===== src/rtl/nn_pkg.sv =====
// nn_pkg -- shared definitions for the training controller.
// Holds the datapath widths, the controller state encoding and the
// absolute-difference / saturating-add helpers used by the error accumulator.
package nn_pkg;

    localparam int DATA_W = 16;  // signed Q6.10 sample / core data
    localparam int FRAC_W = 10;  // fractional bits of the Q6.10 format
    localparam int ERR_W  = 24;  // epoch error accumulator width
    localparam int IDX_W  = 4;   // sample index / memory address width
    localparam int CNT_W  = 16;  // epoch counter width

    typedef enum logic [3:0] {
        ST_IDLE    = 4'd0,
        ST_FETCH   = 4'd1,
        ST_LOAD    = 4'd2,
        ST_ISSUE   = 4'd3,
        ST_WAIT    = 4'd4,
        ST_CAPTURE = 4'd5,
        ST_NEXT    = 4'd6,
        ST_DONE    = 4'd7,
        ST_ERR     = 4'd8
    } nn_state_t;

    // |a - b| for two signed DATA_W values. The difference needs DATA_W+1 bits,
    // but its magnitude never exceeds 2^DATA_W - 1, so it fits DATA_W unsigned.
    function automatic logic [DATA_W-1:0] abs_diff(
        input logic [DATA_W-1:0] a,
        input logic [DATA_W-1:0] b
    );
        logic [DATA_W:0] diff;
        logic [DATA_W:0] neg_diff;
        diff     = {a[DATA_W-1], a} - {b[DATA_W-1], b};
        neg_diff = (~diff) + {{DATA_W{1'b0}}, 1'b1};
        if (diff[DATA_W]) begin
            abs_diff = neg_diff[DATA_W-1:0];
        end else begin
            abs_diff = diff[DATA_W-1:0];
        end
    endfunction

    // acc + inc, clamped to all-ones instead of wrapping.
    function automatic logic [ERR_W-1:0] sat_add(
        input logic [ERR_W-1:0]  acc,
        input logic [DATA_W:0]   inc
    );
        logic [ERR_W:0] sum;
        sum = {1'b0, acc} + {{(ERR_W-DATA_W){1'b0}}, inc};
        if (sum[ERR_W]) begin
            sat_add = {ERR_W{1'b1}};
        end else begin
            sat_add = sum[ERR_W-1:0];
        end
    endfunction

endpackage


===== src/rtl/nn_err_acc.sv =====
// nn_err_acc -- per-epoch absolute error accumulator.
// Ports:
//   clk, res        clock, asynchronous active-low reset
//   add_en          add |a3_1-t_1| + |a3_2-t_2| to the running sum
//   clear           zero the running sum
//   snap            copy the running sum to epoch_err (uses pre-clear value)
//   a3_1, a3_2      core outputs for the current sample (Q6.10)
//   t_1, t_2        targets for the current sample (Q6.10)
//   epoch_err       snapshot of the last completed epoch's error
module nn_err_acc
    import nn_pkg::*;
(
    input  logic              clk,
    input  logic              res,
    input  logic              add_en,
    input  logic              clear,
    input  logic              snap,
    input  logic [DATA_W-1:0] a3_1,
    input  logic [DATA_W-1:0] a3_2,
    input  logic [DATA_W-1:0] t_1,
    input  logic [DATA_W-1:0] t_2,
    output logic [ERR_W-1:0]  epoch_err
);

    logic [ERR_W-1:0]  acc_r;
    logic [ERR_W-1:0]  epoch_err_r;
    logic [DATA_W-1:0] abs_1_s;
    logic [DATA_W-1:0] abs_2_s;
    logic [DATA_W:0]   smp_err_s;
    logic [ERR_W-1:0]  acc_next_s;

    // Sample error and the saturated next value of the running sum.
    always_comb begin
        abs_1_s    = abs_diff(a3_1, t_1);
        abs_2_s    = abs_diff(a3_2, t_2);
        smp_err_s  = {1'b0, abs_1_s} + {1'b0, abs_2_s};
        acc_next_s = sat_add(acc_r, smp_err_s);
    end

    // Running sum and epoch snapshot registers.
    always_ff @(posedge clk or negedge res) begin
        if (!res) begin
            acc_r       <= {ERR_W{1'b0}};
            epoch_err_r <= {ERR_W{1'b0}};
        end else begin
            if (snap) begin
                epoch_err_r <= acc_r;
            end
            if (clear) begin
                acc_r <= {ERR_W{1'b0}};
            end else if (add_en) begin
                acc_r <= acc_next_s;
            end
        end
    end

    assign epoch_err = epoch_err_r;

endmodule


===== src/rtl/nn_train_ctrl.sv =====
// nn_train_ctrl -- sequences training samples through a network core.
// For every epoch each sample is fetched from sample memory, handed to the
// core, the core's outputs are reported and the absolute error is summed.
// Ports:
//   clk, res                 clock, asynchronous active-low reset
//   start, abort             run control (start sampled in IDLE/DONE/ERR)
//   num_epochs               epochs to run, latched at start
//   smp_addr                 sample memory address (1-cycle read latency)
//   smp_k_1/2, smp_t_1/2     sample inputs / targets (Q6.10)
//   core_update_coeff        one-cycle request to the core
//   core_k_1/2               inputs presented to the core
//   core_finish, core_a3_1/2 core completion and outputs
//   out_valid, out_a3_1/2, out_idx  per-sample result pulse
//   epoch_cnt, epoch_err     completed epochs, last epoch's error sum
//   busy, done, err          status
module nn_train_ctrl
    import nn_pkg::*;
#(
    parameter int NUM_SAMPLES = 4,
    parameter int TIMEOUT     = 1023
) (
    input  logic              clk,
    input  logic              res,
    input  logic              start,
    input  logic              abort,
    input  logic [CNT_W-1:0]  num_epochs,
    output logic [IDX_W-1:0]  smp_addr,
    input  logic [DATA_W-1:0] smp_k_1,
    input  logic [DATA_W-1:0] smp_k_2,
    input  logic [DATA_W-1:0] smp_t_1,
    input  logic [DATA_W-1:0] smp_t_2,
    output logic              core_update_coeff,
    output logic [DATA_W-1:0] core_k_1,
    output logic [DATA_W-1:0] core_k_2,
    input  logic              core_finish,
    input  logic [DATA_W-1:0] core_a3_1,
    input  logic [DATA_W-1:0] core_a3_2,
    output logic              out_valid,
    output logic [DATA_W-1:0] out_a3_1,
    output logic [DATA_W-1:0] out_a3_2,
    output logic [IDX_W-1:0]  out_idx,
    output logic [CNT_W-1:0]  epoch_cnt,
    output logic [ERR_W-1:0]  epoch_err,
    output logic              busy,
    output logic              done,
    output logic              err
);

    localparam int WAIT_W = (TIMEOUT < 2) ? 1 : $clog2(TIMEOUT);
    localparam logic [WAIT_W-1:0] WAIT_LAST = WAIT_W'(TIMEOUT - 1);
    localparam logic [IDX_W-1:0]  LAST_IDX  = IDX_W'(NUM_SAMPLES - 1);

    nn_state_t          state_r;
    logic [IDX_W-1:0]   idx_r;
    logic [IDX_W-1:0]   smp_addr_r;
    logic [CNT_W-1:0]   num_epochs_r;
    logic [CNT_W-1:0]   epoch_cnt_r;
    logic [WAIT_W-1:0]  wait_cnt_r;
    logic [DATA_W-1:0]  k_1_r, k_2_r, t_1_r, t_2_r;
    logic [DATA_W-1:0]  a3_1_r, a3_2_r;
    logic [DATA_W-1:0]  out_a3_1_r, out_a3_2_r;
    logic [IDX_W-1:0]   out_idx_r;
    logic               out_valid_r;
    logic               update_r;
    logic               busy_r, done_r, err_r;

    logic               aborting_s;
    logic               last_smp_s;
    logic [CNT_W-1:0]   epoch_inc_s;
    logic               run_start_s;
    logic               acc_add_s;
    logic               epoch_end_s;
    logic               acc_clear_s;

    // Accumulator controls act on the same edge as the FSM transition,
    // so they are decoded combinationally from the current state; abort
    // suppresses every one of them.
    always_comb begin
        aborting_s  = (state_r != ST_IDLE) && abort;
        last_smp_s  = (idx_r == LAST_IDX);
        epoch_inc_s = epoch_cnt_r + 16'd1;
        run_start_s = (state_r == ST_IDLE) && start && (num_epochs != 16'd0);
        acc_add_s   = (state_r == ST_CAPTURE) && !abort;
        epoch_end_s = (state_r == ST_NEXT) && !abort && last_smp_s;
        acc_clear_s = run_start_s || epoch_end_s;
    end

    // Controller FSM with all status and datapath outputs registered.
    always_ff @(posedge clk or negedge res) begin
        if (!res) begin
            state_r      <= ST_IDLE;
            idx_r        <= {IDX_W{1'b0}};
            smp_addr_r   <= {IDX_W{1'b0}};
            num_epochs_r <= {CNT_W{1'b0}};
            epoch_cnt_r  <= {CNT_W{1'b0}};
            wait_cnt_r   <= {WAIT_W{1'b0}};
            k_1_r        <= {DATA_W{1'b0}};
            k_2_r        <= {DATA_W{1'b0}};
            t_1_r        <= {DATA_W{1'b0}};
            t_2_r        <= {DATA_W{1'b0}};
            a3_1_r       <= {DATA_W{1'b0}};
            a3_2_r       <= {DATA_W{1'b0}};
            out_a3_1_r   <= {DATA_W{1'b0}};
            out_a3_2_r   <= {DATA_W{1'b0}};
            out_idx_r    <= {IDX_W{1'b0}};
            out_valid_r  <= 1'b0;
            update_r     <= 1'b0;
            busy_r       <= 1'b0;
            done_r       <= 1'b0;
            err_r        <= 1'b0;
        end else begin
            update_r    <= 1'b0;
            out_valid_r <= 1'b0;
            if (aborting_s) begin
                // Counters and the epoch snapshot are deliberately kept.
                state_r <= ST_IDLE;
                busy_r  <= 1'b0;
            end else begin
                case (state_r)
                    ST_IDLE: begin
                        if (start) begin
                            err_r  <= 1'b0;
                            done_r <= 1'b0;
                            if (num_epochs == 16'd0) begin
                                state_r <= ST_DONE;
                                done_r  <= 1'b1;
                            end else begin
                                num_epochs_r <= num_epochs;
                                epoch_cnt_r  <= {CNT_W{1'b0}};
                                idx_r        <= {IDX_W{1'b0}};
                                smp_addr_r   <= {IDX_W{1'b0}};
                                busy_r       <= 1'b1;
                                state_r      <= ST_FETCH;
                            end
                        end
                    end
                    ST_FETCH: begin
                        state_r <= ST_LOAD;
                    end
                    ST_LOAD: begin
                        // Memory data is valid now, one cycle after the address.
                        k_1_r    <= smp_k_1;
                        k_2_r    <= smp_k_2;
                        t_1_r    <= smp_t_1;
                        t_2_r    <= smp_t_2;
                        update_r <= 1'b1;
                        state_r  <= ST_ISSUE;
                    end
                    ST_ISSUE: begin
                        wait_cnt_r <= {WAIT_W{1'b0}};
                        state_r    <= ST_WAIT;
                    end
                    ST_WAIT: begin
                        if (core_finish) begin
                            a3_1_r  <= core_a3_1;
                            a3_2_r  <= core_a3_2;
                            state_r <= ST_CAPTURE;
                        end else if (wait_cnt_r == WAIT_LAST) begin
                            err_r   <= 1'b1;
                            busy_r  <= 1'b0;
                            state_r <= ST_ERR;
                        end else begin
                            wait_cnt_r <= wait_cnt_r + {{(WAIT_W-1){1'b0}}, 1'b1};
                        end
                    end
                    ST_CAPTURE: begin
                        out_a3_1_r  <= a3_1_r;
                        out_a3_2_r  <= a3_2_r;
                        out_idx_r   <= idx_r;
                        out_valid_r <= 1'b1;
                        state_r     <= ST_NEXT;
                    end
                    ST_NEXT: begin
                        if (!last_smp_s) begin
                            idx_r      <= idx_r + 4'd1;
                            smp_addr_r <= idx_r + 4'd1;
                            state_r    <= ST_FETCH;
                        end else begin
                            idx_r       <= {IDX_W{1'b0}};
                            smp_addr_r  <= {IDX_W{1'b0}};
                            epoch_cnt_r <= epoch_inc_s;
                            if (epoch_inc_s == num_epochs_r) begin
                                busy_r  <= 1'b0;
                                done_r  <= 1'b1;
                                state_r <= ST_DONE;
                            end else begin
                                state_r <= ST_FETCH;
                            end
                        end
                    end
                    ST_DONE: begin
                        if (start) begin
                            state_r <= ST_IDLE;
                        end
                    end
                    ST_ERR: begin
                        if (start) begin
                            state_r <= ST_IDLE;
                        end
                    end
                    default: begin
                        busy_r  <= 1'b0;
                        state_r <= ST_IDLE;
                    end
                endcase
            end
        end
    end

    nn_err_acc u_err_acc (
        .clk       (clk),
        .res       (res),
        .add_en    (acc_add_s),
        .clear     (acc_clear_s),
        .snap      (epoch_end_s),
        .a3_1      (a3_1_r),
        .a3_2      (a3_2_r),
        .t_1       (t_1_r),
        .t_2       (t_2_r),
        .epoch_err (epoch_err)
    );

    assign smp_addr          = smp_addr_r;
    assign core_update_coeff = update_r;
    assign core_k_1          = k_1_r;
    assign core_k_2          = k_2_r;
    assign out_valid         = out_valid_r;
    assign out_a3_1          = out_a3_1_r;
    assign out_a3_2          = out_a3_2_r;
    assign out_idx           = out_idx_r;
    assign epoch_cnt         = epoch_cnt_r;
    assign busy              = busy_r;
    assign done              = done_r;
    assign err               = err_r;

endmodule


===== config.mk =====
export PLATFORM = sky130hd
export DESIGN_NAME = nn_train_ctrl
export DESIGN_NICKNAME = d
export VERILOG_FILES = /design/src/rtl/nn_pkg.sv /design/src/rtl/nn_err_acc.sv /design/src/rtl/nn_train_ctrl.sv
export SDC_FILE = /design/constraint.sdc
export NUM_CORES = 1
export LEC_CHECK = 0
export BUFFER_PORTS_ARGS = -buffer_cell sky130_fd_sc_hd__clkbuf_2
export CELL_PAD_IN_SITES_DETAIL_PLACEMENT = 1
export CELL_PAD_IN_SITES_GLOBAL_PLACEMENT = 2
export CORE_ASPECT_RATIO = 0.75
export CORE_MARGIN = 2
export CORE_UTILIZATION = 33
export CTS_BUF_LIST = sky130_fd_sc_hd__clkbuf_8
export DETAILED_ROUTE_END_ITERATION = 8
export PLACE_DENSITY = 0.77
export SYNTH_ARGS = -nofsm -noshare
export SYNTH_HDL_FRONTEND = slang
export SYNTH_SLANG_ARGS = --single-unit

===== constraint.sdc =====
create_clock -name clk -period 6 [get_ports clk]
set_clock_uncertainty 0.05 [all_clocks]
set_input_delay 0.6 -clock clk [delete_from_list [all_inputs] [get_ports clk]]
set_output_delay 0.6 -clock clk [all_outputs]
set_load 0.005 [all_outputs]

==> impl_results.md, run 1 <==
* Outcome: finished with violations
* Failing checks: hold timing
* CTS tree: done
* Delay-heaviest family, CP: compound AO/OA/AOI/OAI gates
* I/O Buffers at ~230
* Layout filler cell count at 4,535
* Total wire length at 38,060 µm
* H-tree depth at 2
* Area occupied by multi-input gates at 6789 µm²
* Number of flops mapped to enable cells by yosys at 0
* Startpoint types: flop
* Critical Path RT at between 6 and 7 ns
* Chip Height at 176.5 µm
* Warnings from Yosys at 0
* DP Cell Count at 2,029
* Clk_lat worst skew at 0.58 ns
* Period utilization at 94.59%
* Finished Layout Cells at 2,103
* Hold-fix buffers, CTS at 0
* FF-to-FF End: u_err_acc.acc_r[12]
* Antenna violations before repair at 0
* Slowest cell delay on critical path at 0.58 ns
* Setup_tns at 0 ns
* Total congestion overflow at 0
* Nature of the critical path endpoint: flop
* Die area at just over 40,000 µm²
* Yosys cell types at 64
* Syn nets at 1,497
* CP max-delay cell: fa_1
* R2R depth at 26
* First-pass GRT wire length at between 60,000 and 70,000 µm
* Asr flop ratio synth at 100.0%
* Cells after Synth at ~1,300
* Core Box Area at 39,330 µm²
* Flops & latches, synth at 235
* Area grow syn2layout at 21.04%
* Num CTS Buffers at between 40 and 50
* Avg Synthesized Cell Area at 10.02 µm²
* Pre-antenna DRT Iters at 5
* RSZ-0062 raised after global routing: false
* Worst rel slew slack at 22.44%
* Final-report hold violation count at 1
* Slew @ Worst Pin at 1.160 ns
* Finish-stage setup viols at 0
* DR vias/cell at around 5.1
* Nets at 1,748
* Sink Count at between 200 and 250
* Clock Path Buffers at 3
* Min Tclk post-route at 5.675 ns
* HPWL after DPL at roughly 28,000 µm
* R2R Setup Slk at 0.32 ns
* Post-synth top flop: dfrtp_1
* Register area share after synthesis at 44.89%
* CTS clk-pin slew, worst paths at roughly 0.060 ns
* Share of layout cells above drive strength 1 at between 20% and 30%
* Fin Hold WS at -0.009582 ns
* Pin count of the biggest net entering global routing at 124
* Num ports at 234
* Worst R2R Start: t_2_r[0]
* Buf/Inv on CP at 2
* Worst min path class: primary input to async pin
* # Max-Cap Violations at 0
* Fmax at 0.1762 GHz
* DRC errors left at 0
* Critical Path Fanout Max at 5
* Die X at 234.1 µm
* Arr. time, crit path at 6.07 ns
* Initial Util at between 30% and 40%
* Total number of vias at approximately 11,000
* GPL Wtd Cong at 0.8336
* Detailed router's first-iteration violation count at 549
* N_diodes at 0
* Routed WL per cell at 18.10 µm
* GRT Util Overall at 18.80%
* Final ANT Viol Nets at 0
* Reg area at 5881 µm²
* Post-Syn Area at between 10,000 and 15,000 µm²
* CTS root buffer: clkbuf_8
* Vias in the first global route at 11,110
* # rows at 63
* Critical path type: flop to flop
* Final count of pins violating max slew at 0
==> cells in the final DEF (no fill, tap or decap), types with 5 or more instances in the layout <==
cell / n
clkbuf_8: 56
a21oi_1: 58
a31oi_1: 25
o21a_1: 12
clkbuf_2: 232
mux2i_1: 5
nand2_1: 129
ha_1: 54
or3_1: 7
inv_1: 107
nand3_1: 30
xor2_1: 38
and3_1: 15
xnor2_1: 50
o31ai_1: 20
nor2_1: 70
nand2b_1: 10
nor2b_1: 10
or2_2: 10
nor4_1: 11
mux2_2: 118
dfrtp_1: 235
o21ai_0: 122
buf_4: 18
a211oi_1: 5
a21o_1: 15
fa_1: 17
nor3_1: 17
==> how the worst max path moves through the flow <==
stage,start,endpoint,cells after the start
after global routing,t_2_r[0],u_err_acc.acc_r[12],26
after detailed placement,a3_2_r[0],u_err_acc.acc_r[7],27
after floorplan,a3_2_r[0],u_err_acc.acc_r[23],29
after global placement,a3_2_r[0],u_err_acc.acc_r[23],29
after CTS,t_2_r[0],u_err_acc.acc_r[23],27
final,t_2_r[0],u_err_acc.acc_r[12],26
==> timing repair <==
item,in CTS,in global routing
buffers inserted,0,4
pin swaps,0,5
gates resized for setup,1,21
gates cloned,0,0
endpoints found under the setup margin,11,24
==> cells in the mapped netlist, types with 2 or more instances <==
cell / instances / area, µm²
or4_1: 3 / 22.52
dfrtp_1: 235 / 5881
nand2b_1: 10 / 62.56
o2111a_1: 2 / 22.52
o221ai_1: 2 / 17.52
mux2i_1: 5 / 50.05
nor3b_1: 2 / 15.01
a221o_1: 2 / 20.02
o21ai_0: 124 / 620.6
o211a_1: 2 / 20.02
o41ai_1: 2 / 17.52
and2_1: 2 / 12.51
a311oi_1: 4 / 35.03
xor2_1: 39 / 341.6
o211ai_1: 3 / 22.52
o31ai_1: 21 / 157.7
or2_2: 10 / 62.56
or3_1: 7 / 43.79
nand2_1: 129 / 484.2
and3_1: 15 / 93.84
nor2b_1: 11 / 68.82
ha_1: 54 / 675.7
a21oi_1: 62 / 310.3
nor4_1: 12 / 75.07
inv_1: 98 / 367.9
nor3_1: 19 / 95.09
o21bai_1: 4 / 30.03
o21a_1: 12 / 90.09
fa_1: 19 / 380.4
xnor2_1: 51 / 446.7
mux2_2: 119 / 1340
a21o_1: 15 / 112.6
nand4_1: 4 / 25.02
a31oi_1: 25 / 156.4
o2111ai_1: 2 / 17.52
a211oi_1: 5 / 37.54
o21ai_1: 2 / 10.01
nand3_1: 31 / 155.2
and4_1: 3 / 26.28
nor2_1: 71 / 266.5
clkbuf_1: 46 / 172.7
==> per-layer routing <==
layer  global-route usage [%]  share of wire [%]  vias up
met2                    28.96                 44      191
met1                    27.08                 49     5336
li1                         -                  -     5067
met4                    4.272                1.6        0
met3                    3.828                4.7       48
met5                        0                  0        -
==> final cells by class <==
class / count / share of cell area [%]
multi-input cells: 928 / 42.82
flip-flops and latches: 235 / 37.09
repair buffers: 252 / 8.396
clock buffers: 56 / 4.861
well taps: 520 / 4.104
inverters: 98 / 2.320
clock inverters: 14 / 0.4104
==> state kept, by name, summed over array words and instances, names as in the netlist <==
name and cells:
out_a3_1 16, busy 1, smp_addr 4, out_valid 1
err 1, epoch_cnt 16, u_err_acc.epoch_err 24, core_k_1 16
core_k_2 16, a3_1_r 16, wait_cnt_r 10, num_epochs_r 16
a3_2_r 16, out_idx 4, t_1_r 16, done 1
out_a3_2 16, core_update_coeff 1, state_r 4, u_err_acc.acc_r 24
t_2_r 16
==> through the flow <==
step	utilization [%]	setup WS, ns	cell area [µm²]
2_1_floorplan	-	0.3138	13100
3_5_place_dp	37.87	-0.08642	14890
5_1_grt	40.31	0.01540	15860
4_1_cts	40.00	0.03809	15740
3_3_place_gp	37.87	0.09427	14890
6_report	40.31	0.3249	15860
==> cells by family after synthesis <==
kind of cell	Yosys count	synth area share [%]
DFF	235	44.89
and+or+nand+nor	336	12.03
xor gates and xnor gates	90	6.018
AOI/OAI and AO/OA	305	14.26
adders and majority gates	73	8.062
buffers and inverters	144	4.126
muxes	124	10.61
Power of run 1 is left out: the tool's default activity adds up to more than one toggle a clock period on the data nets, which glitch-free logic cannot reach.
==> inputs of run 2 (changes only) <==
- CORE_UTILIZATION: 33 -> 32
- CTS_BUF_LIST: sky130_fd_sc_hd__clkbuf_8 -> unset
- PLACE_DENSITY: 0.77 -> 0.75
==> impl_results.md, run 2 (synthesis results as in run 1) <==
* Outcome: finished, final reports clean
* Critical path type: flop to flop
* Arr. time, crit path at 6.03 ns
* DR vias/cell at 5.052
* Most frequent cells in the layout: dfrtp_1 (235), clkbuf_2 (232), nand2_1 (129)
* CTS tree: done
* Startpoint types: flop
* Detailed router's first-iteration violation count at around 580
* Pre-antenna DRT Iters at 4
* Num ports at 234
* Chip Height at about 180 µm
* # rows at 64
* Leading cell type in the layout, fill and taps excluded: dfrtp_1
* Dpl cell area at 14,900 µm²
* First-pass GRT wire length at slightly above 60,000 µm
* Non-Filler Cell Area, Final at 15,870 µm²
* Period utilization at approximately 94%
* Nature of the critical path endpoint: flop
* Hold-fix buffers, CTS at 0
* Pin count of the biggest net entering global routing at 128
* Nets at 1,731
* Share of layout cells above drive strength 1 at approximately 29%
* Total congestion overflow at 0
* Critical Path Fanout Max at 5
* H-tree depth at 1
* Initial Util at 32.26%
* Routed WL per cell at 18.29 µm
* Final ANT Viol Nets at 0
* Area grow syn2layout at 21.14%
* CTS root buffer: clkbuf_16
* Finish-stage setup viols at 0
* # Max-Cap Violations at 0
* Num CTS Buffers at 27
* Die X at between 200 and 250 µm
* Vias in the first global route at between 10,000 and 15,000
* Clock Path Buffers at 3
* Min Tclk post-route at 5.658 ns
* Total wire length at between 30,000 and 40,000 µm
* Antenna violations before repair at 0
* Final count of pins violating max slew at 0
* Sink Count at 235
* Core Box Area at ~41,000 µm²
* GPL Wtd Cong at 0.8045
* Clk_lat worst skew at 0.55 ns
* Final-report hold violation count at 0
* HPWL after DPL at 28,410 µm
* Critical Path RT at 6.38 ns
* Worst min path class: primary input to async pin
* Fmax at 0.1767 GHz
* N_diodes at 0
* GRT Util Overall at 18.05%
* I/O Buffers at 233
* DRC errors left at 0
* CP max-delay cell: fa_1
* CTS clk-pin slew, worst paths at approximately 0.06 ns
* Total number of vias at 10,550
* Worst rel slew slack at 19.24%
* Slew @ Worst Pin at about 1.2 ns
* Slowest cell delay on critical path at ~0.62 ns
* Die area at 42,590 µm²
==> run 2: changes by cell type in the layout (fill, tap and decap cells not counted), moves of 2 or more <==
cell / change
clkbuf_16: +27
clkbuf_1: +4
bufinv_16: +2
inv_1: -9
clkinv_4: +3
clkbuf_8: -52
clkinv_2: +6
==> run 2: through the flow <==
stage	setup TNS [ns]	setup WS (ns)	util, %	instances	hold slack [ns]
global route	-0.0001275	-0.0001275	39.08	2089	0.09536
global placement	0	0.1966	36.71	2037	0.4171
floorplan	0	0.3138	-	1307	0.2544
finish	0	0.3422	39.08	2089	0.01748
CTS	0	0.03542	38.88	2086	0.06858
detailed placement	-0.04092	-0.01669	36.71	2037	0.4211
==> run 2: final cells by class <==
cell class,instances,area [µm²]
Timing Repair Buffer,251,1324
Sequential cell,235,5881
Tap cell,528,660.6
Fill cell,4636,24730
Clock inverter,14,131.4
Multi-Input combinational cell,928,6758
Inverter,98,367.9
Clock buffer,35,745.7
==> run 2: worst paths after layout <==
kind / start / endpoint / slack, ns / cells after the start
min reg2reg: u_err_acc.epoch_err[21] / u_err_acc.epoch_err[21] / 0.43 / 2
min in group clk: smp_t_2[6] / t_2_r[6] / 0.21 / 3
max: t_2_r[0] / u_err_acc.acc_r[12] / 0.34 / 26
min: res / core_k_1[10] / 0.02 / 1
max in group asynchronous: res / core_k_2[8] / 4.65 / 2
max reg2reg: t_2_r[0] / u_err_acc.acc_r[12] / 0.34 / 26
==> run 2: layer usage <==
metal	global-route usage [%]	vias up	wire length, µm
met2	28.08	155	17010
li1	-	5042	-
met4	3.066	0	618
met3	2.756	34	1225
met5	0	-	0
met1	26.76	5322	19360
==> run 2: what timing repair did <==
| action | in CTS | in global routing |
|---|---|---|
| pin swaps | 1 | 8 |
| hold endpoints to repair | 0 | 0 |
| gates cloned | 0 | 0 |
| setup buffers | 0 | 3 |
| gates resized for setup | 1 | 15 |
| setup endpoints to repair | 10 | 24 |
==> run 2: critical path, delay by kind of cell, from the launching register on <==
kind,cells,cell delay (ns)
AOI/OAI and AO/OA,13,2.50
xor gates and xnor gates,2,0.28
adders and majority gates,4,1.54
buffers and inverters,2,0.21
DFF,1,0.38
muxes,1,0.13
and+or+nand+nor,4,0.45
Power of run 2 is left out for the same reason.
